[src/rtl/mem_access_unit.sv]
// Memory-stage controller: turns an EX/Mem load/store into a req/ack
// transaction on a variable-latency data-memory port, stalls the pipeline
// until it completes, and reports misaligned accesses and bus timeouts.
module mem_access_unit #(
  parameter int ADDR_WIDTH     = 32,
  parameter int TIMEOUT_CYCLES = 16
) (
  input  logic                  clk,
  input  logic                  rst,
  input  logic                  mem_read_en,
  input  logic                  mem_write_en,
  input  logic [31:0]           alu_result_in,
  input  logic [31:0]           write_data_in,
  output logic                  dmem_req,
  output logic                  dmem_we,
  output logic [ADDR_WIDTH-1:0] dmem_addr,
  output logic [31:0]           dmem_wdata,
  input  logic [31:0]           dmem_rdata,
  input  logic                  dmem_ack,
  output logic [31:0]           mem_read_data_out,
  output logic                  stall_out,
  output logic                  misalign_err,
  output logic                  bus_err
);

  localparam int CNT_WIDTH = $clog2(TIMEOUT_CYCLES) + 1;

  typedef enum logic [1:0] {
    IDLE   = 2'd0,
    ACCESS = 2'd1,
    DONE   = 2'd2
  } state_t;

  state_t               state, next_state;
  logic [CNT_WIDTH-1:0] wait_cnt;

  logic access;
  logic misaligned;
  logic timeout;

  // Both enables high is treated as a store: dmem_we simply follows mem_write_en.
  assign access     = mem_read_en | mem_write_en;
  assign misaligned = (alu_result_in[1:0] != 2'b00);
  assign timeout    = (wait_cnt == CNT_WIDTH'(TIMEOUT_CYCLES - 1));

  // State register.
  // NOTE: sequential state uses non-blocking (<=) so every flop samples
  // pre-edge values regardless of statement order.
  always_ff @(posedge clk or negedge rst) begin
    if (!rst) state <= IDLE;
    else      state <= next_state;
  end

  // Next-state and stall decode; stall depends on the live request in IDLE.
  // NOTE: every output of this block gets a default first, so no path can
  // leave one unassigned and infer a latch.
  always_comb begin
    next_state = state;
    stall_out  = 1'b0;
    unique case (state)
      IDLE: begin
        if (access && !misaligned) begin
          stall_out  = 1'b1;
          next_state = ACCESS;
        end
      end
      ACCESS: begin
        stall_out = 1'b1;
        if (dmem_ack || timeout) next_state = DONE;
      end
      DONE: begin
        // One free cycle lets Mem_WB capture; the held request is not re-evaluated.
        next_state = IDLE;
      end
      default: next_state = IDLE;
    endcase
  end

  // Memory port, result register, wait counter and error pulses.
  // NOTE: every register here is reset explicitly; this block holds plain
  // flops, not a memory array, so reset costs nothing and keeps outputs defined.
  always_ff @(posedge clk or negedge rst) begin
    if (!rst) begin
      dmem_req          <= 1'b0;
      dmem_we           <= 1'b0;
      dmem_addr         <= '0;
      dmem_wdata        <= '0;
      mem_read_data_out <= '0;
      misalign_err      <= 1'b0;
      bus_err           <= 1'b0;
      wait_cnt          <= '0;
    end else begin
      misalign_err <= 1'b0;
      bus_err      <= 1'b0;
      unique case (state)
        IDLE: begin
          if (access) begin
            if (misaligned) begin
              misalign_err      <= 1'b1;
              mem_read_data_out <= '0;
            end else begin
              dmem_req   <= 1'b1;
              dmem_we    <= mem_write_en;
              dmem_addr  <= alu_result_in[ADDR_WIDTH-1:0];
              dmem_wdata <= write_data_in;
              wait_cnt   <= '0;
            end
          end
        end
        ACCESS: begin
          if (dmem_ack) begin
            // An ack on the timeout cycle still completes normally.
            dmem_req <= 1'b0;
            if (!dmem_we) mem_read_data_out <= dmem_rdata;
          end else if (timeout) begin
            dmem_req          <= 1'b0;
            bus_err           <= 1'b1;
            mem_read_data_out <= '0;
          end else begin
            wait_cnt <= wait_cnt + 1'b1;
          end
        end
        default: ;
      endcase
    end
  end

endmodule

[config.mk]
export PLATFORM = sky130hd
export DESIGN_NAME = mem_access_unit
export DESIGN_NICKNAME = d
export VERILOG_FILES = /design/src/rtl/mem_access_unit.sv
export SDC_FILE = /design/constraint.sdc
export NUM_CORES = 1
export LEC_CHECK = 0
export ABC_CLOCK_PERIOD_IN_PS = 2700
export CELL_PAD_IN_SITES_DETAIL_PLACEMENT = 0
export CELL_PAD_IN_SITES_GLOBAL_PLACEMENT = 1
export CORE_MARGIN = 10
export CORE_UTILIZATION = 32
export DETAILED_ROUTE_END_ITERATION = 10
export PLACE_DENSITY = 0.83
export SKIP_LAST_GASP = 1
export SLEW_MARGIN = 5
export SYNTH_ARGS = -nofsm -noshare
export SYNTH_HDL_FRONTEND = slang
export SYNTH_SLANG_ARGS = --single-unit
[constraint.sdc]
create_clock -name clk -period 2.7 [get_ports clk]
set_clock_uncertainty 0.2 [all_clocks]
set_input_delay 0.27 -clock clk [delete_from_list [all_inputs] [get_ports clk]]
set_output_delay 0.27 -clock clk [all_outputs]
set_load 0.03 [all_outputs]
==> impl_metrics.py <==
metrics = {
    "sta": {
        "finalCriticalPeriod_ns": 2.47,
        "clock.fmax_mhz": 405,
        "rsz0062_at_grt": "no",
        "worst_slew_pin_slew_ns": 0.616,
        "finalHoldViolations": 0,
        "setup-violations-final": 0,
        "fin_setup_tns_ns": 0,
        "final.period_utilization_pct": 91.6,
        "slew_headroom_pct": 58.9,
        "maxSlewViolCount": 0,
    },
    "status": {
        "outcome": "finished clean",
    },
    "placed_design": {
        "io_buffers": 201,
        "place.gp.congestion": 0.717,
        "hpwlAfterDp_mm": 9.79,
    },
    "synth": {
        "ys.flop_type": "dfrtp_1",
        "ys_seq_area_share_pct": 59.4,
        "async_flop_share_pct": 100,
        "yosys.area_share.simple_pct": 5.61,
        "syn_nets": 427,
        "ys_ff_latch": 107,
        "syn_inst": 324,
        "avgSynthCellArea_sq_um": 13.9,
        "synth_xor_area_share_pct": 0.194,
        "synth_area_sq_mm": 0.00451,
        "synth_fa_ha_area_share_pct": 0.555,
        "synth_top_family_by_area": "multiplexers",
        "synth_warnings": 0,
        "synth.distinct_cells": 32,
        "synth_compound_area_share_pct": 1.94,
        "synth-edff-count": 0,
        "synthMuxAreaShare_pct": 25.8,
    },
    "global_routing": {
        "grt.total_usage_pct": 13.2,
        "grt-ovfl-total": 0,
        "antenna_found_initial": 0,
        "grt_first_pass_wirelength_mm": 20.5,
        "grt_max_degree": 108,
        "grt_pass1_vias": 3562,
    },
    "detailed_routing": {
        "via_count": 3157,
        "wl_mm": 12.7,
        "drt_iter0_markers": 87,
        "first_pass_iters": 5,
        "routedWlPerCell_um": 17.7,
        "drc": 0,
        "avgViaCountPerCell": 4.38,
        "final_antenna_net_count": 0,
    },
    "setup_path": {
        "critPathCaptureType": "flop",
        "critical_path_class": "reg2reg",
        "arrival_ns": 2.48,
        "worst-path-max-fanout": 6,
        "cp-start-kind": "flop",
        "cp.required_ns": 2.70,
    },
    "finish": {
        "antenna_cells": 0,
        "drive_gt1_share_pct": 17.8,
        "area_growth_pct": 56.4,
        "nets": 638,
        "fillers": 1188,
    },
    "power_and_ir_drop": {
        "switching_share_pct": 33.8,
        "power.leakage_nw": 3.03,
        "p_comb_share_pct": 39.0,
        "p_int_mw": 3.68,
        "ir_drop_mv": 0.433,
        "clkPwrFrac_pct": 22.5,
        "power_density_mw_per_mm2": 789,
        "seq_power_share_pct": 38.4,
        "switchingPower_mw": 1.88,
        "p_total_mw": 5.56,
    },
    "die": {
        "design.die.area_sq_mm": 0.0192,
        "die_y_um": 139,
        "dieWidth_um": 139,
        "coreArea_sq_mm": 0.0138,
        "num_io_pins": 202,
        "rows": 43,
        "start_util_pct": 32.6,
    },
    "clocking": {
        "insertion_delay_ns": 0.34,
        "cts_root_buf": "clkbuf_16",
        "htreeDepth": 3,
        "post_cts_buffers": 0,
        "cts_tree": "yes",
        "cts_num_sinks": 107,
        "clk_pin_slew_ns": 0.07,
        "cts_buffer_depth": 2,
        "numCtsBuffers": 9,
    },
    "run": {
        "cap_violations": 0,
    },
    "hold_path": {
        "hp-class": "in2reg",
    },
}
## placed cells by master (no fill, tap or decap), types with 2 or more instances in the layout
| cell type | count |
|---|---|
| ha_1 | 2 |
| clkbuf_16 | 9 |
| o22ai_1 | 3 |
| nor2_1 | 4 |
| o21ai_0 | 6 |
| clkdlybuf4s50_1 | 199 |
| clkbuf_8 | 2 |
| mux2_4 | 36 |
| mux2i_1 | 33 |
| nor2b_1 | 2 |
| clkinv_4 | 2 |
| dfrtp_1 | 107 |
| mux2_2 | 26 |
| clkbuf_1 | 2 |
| buf_4 | 10 |
| inv_1 | 37 |
| a21oi_1 | 3 |
| buf_12 | 5 |
| nand2_1 | 35 |
## state kept, by name (all words and copies together) (netlist names)
| name | cells |
|---|---|
| misalign_err | 1 |
| dmem_addr | 32 |
| state | 2 |
| dmem_req | 1 |
| mem_read_data_out | 32 |
| bus_err | 1 |
| dmem_we | 1 |
| wait_cnt | 5 |
| dmem_wdata | 32 |
## what timing repair did
item                                   in CTS  in global routing
hold buffers                                1                  0
resized for setup                           0                  0
endpoints found under the hold margin     107                  0
## critical path, stage by stage (launching register included)
cell and delay (ns):
dfrtp_1 0.41, ha_1 0.23, and3_1 0.19, ha_1 0.21
or4b_2 0.72, o21ai_0 0.23, a21oi_1 0.14
## path summary, 6_finish.rpt
check	from	to	slack, ns	cells past startpoint
max	wait_cnt[0]	wait_cnt[2]	0.23	6
min	dmem_rdata[10]	mem_read_data_out[10]	0.27	3
max reg2reg	wait_cnt[0]	wait_cnt[2]	0.23	6
min reg2reg	dmem_wdata[31]	dmem_wdata[31]	0.31	1
max in group asynchronous	rst	dmem_wdata[21]	1.49	3
min in group asynchronous	rst	dmem_addr[24]	0.30	3
## per-stage QoR
step           utilization (%)  setup WS, ns  cell area [sq um]  hold WS [ns]  std cells
2_1_floorplan                -         0.356               4510        -0.226        324
3_3_place_gp              48.9         0.213               6760         0.187        703
3_5_place_dp              48.9         0.137               6760         0.212        703
4_1_cts                   51.0         0.221               7050         0.249        720
5_1_grt                   51.0        0.0752               7050         0.270        720
6_report                  51.0         0.228               7050         0.270        720
## Yosys cell counts, types with 2 or more instances
cell type  instances  area share, %
buf_12             3            1.3
ha_1               2           0.56
a21oi_1            3           0.33
inv_1             37            3.1
clkbuf_1           5           0.42
nor2b_1            2           0.28
o21ai_0            6           0.67
buf_6              4            1.0
mux2i_1           33            7.3
nor2_1             4           0.33
o22ai_1            3           0.42
mux2_4            36             12
mux2_2            26            6.5
dfrtp_1          107             59
nand2_1           35            2.9
buf_4              2           0.33
## power by group through the flow
stage	Combinational, mW	Clock [mW]	Sequential [mW]
2_1_floorplan	0.571	0	2.77
6_report	2.17	1.25	2.14
4_1_cts	2.21	1.30	2.14
3_3_place_gp	2.16	0	2.15
3_5_place_dp	2.20	0	2.16
5_1_grt	2.28	1.39	2.19
## cell families (layout without fill, tap and decap cells)
logic type | count (synthesis) | after routing
DFF | 107 | 107
muxes | 95 | 95
and+or+nand+nor | 53 | 53
buffers and inverters | 52 | 268
AOI/OAI and AO/OA | 14 | 14
adders and majority gates | 2 | 2
xor gates and xnor gates | 1 | 1
## metal layers
layer	vias up	track usage (%)	wire length [um]
met5	-	0	0
met4	0	4.78	143
met3	11	4.79	973
met2	103	22.1	6410
met1	1554	15.1	5200
li1	1489	-	-
## cell type report
class	count	area (sq um)	share of cell area (%)
clock inverter	3	22.5	0.319
inverter	37	139	1.97
tap	180	225	3.19
timing repair buffer	215	2180	30.9
multi-input combinational	165	1550	22.0
sequential	107	2680	38.0
clock buffer	13	260	3.69
(Power assumes the default switching activity.)
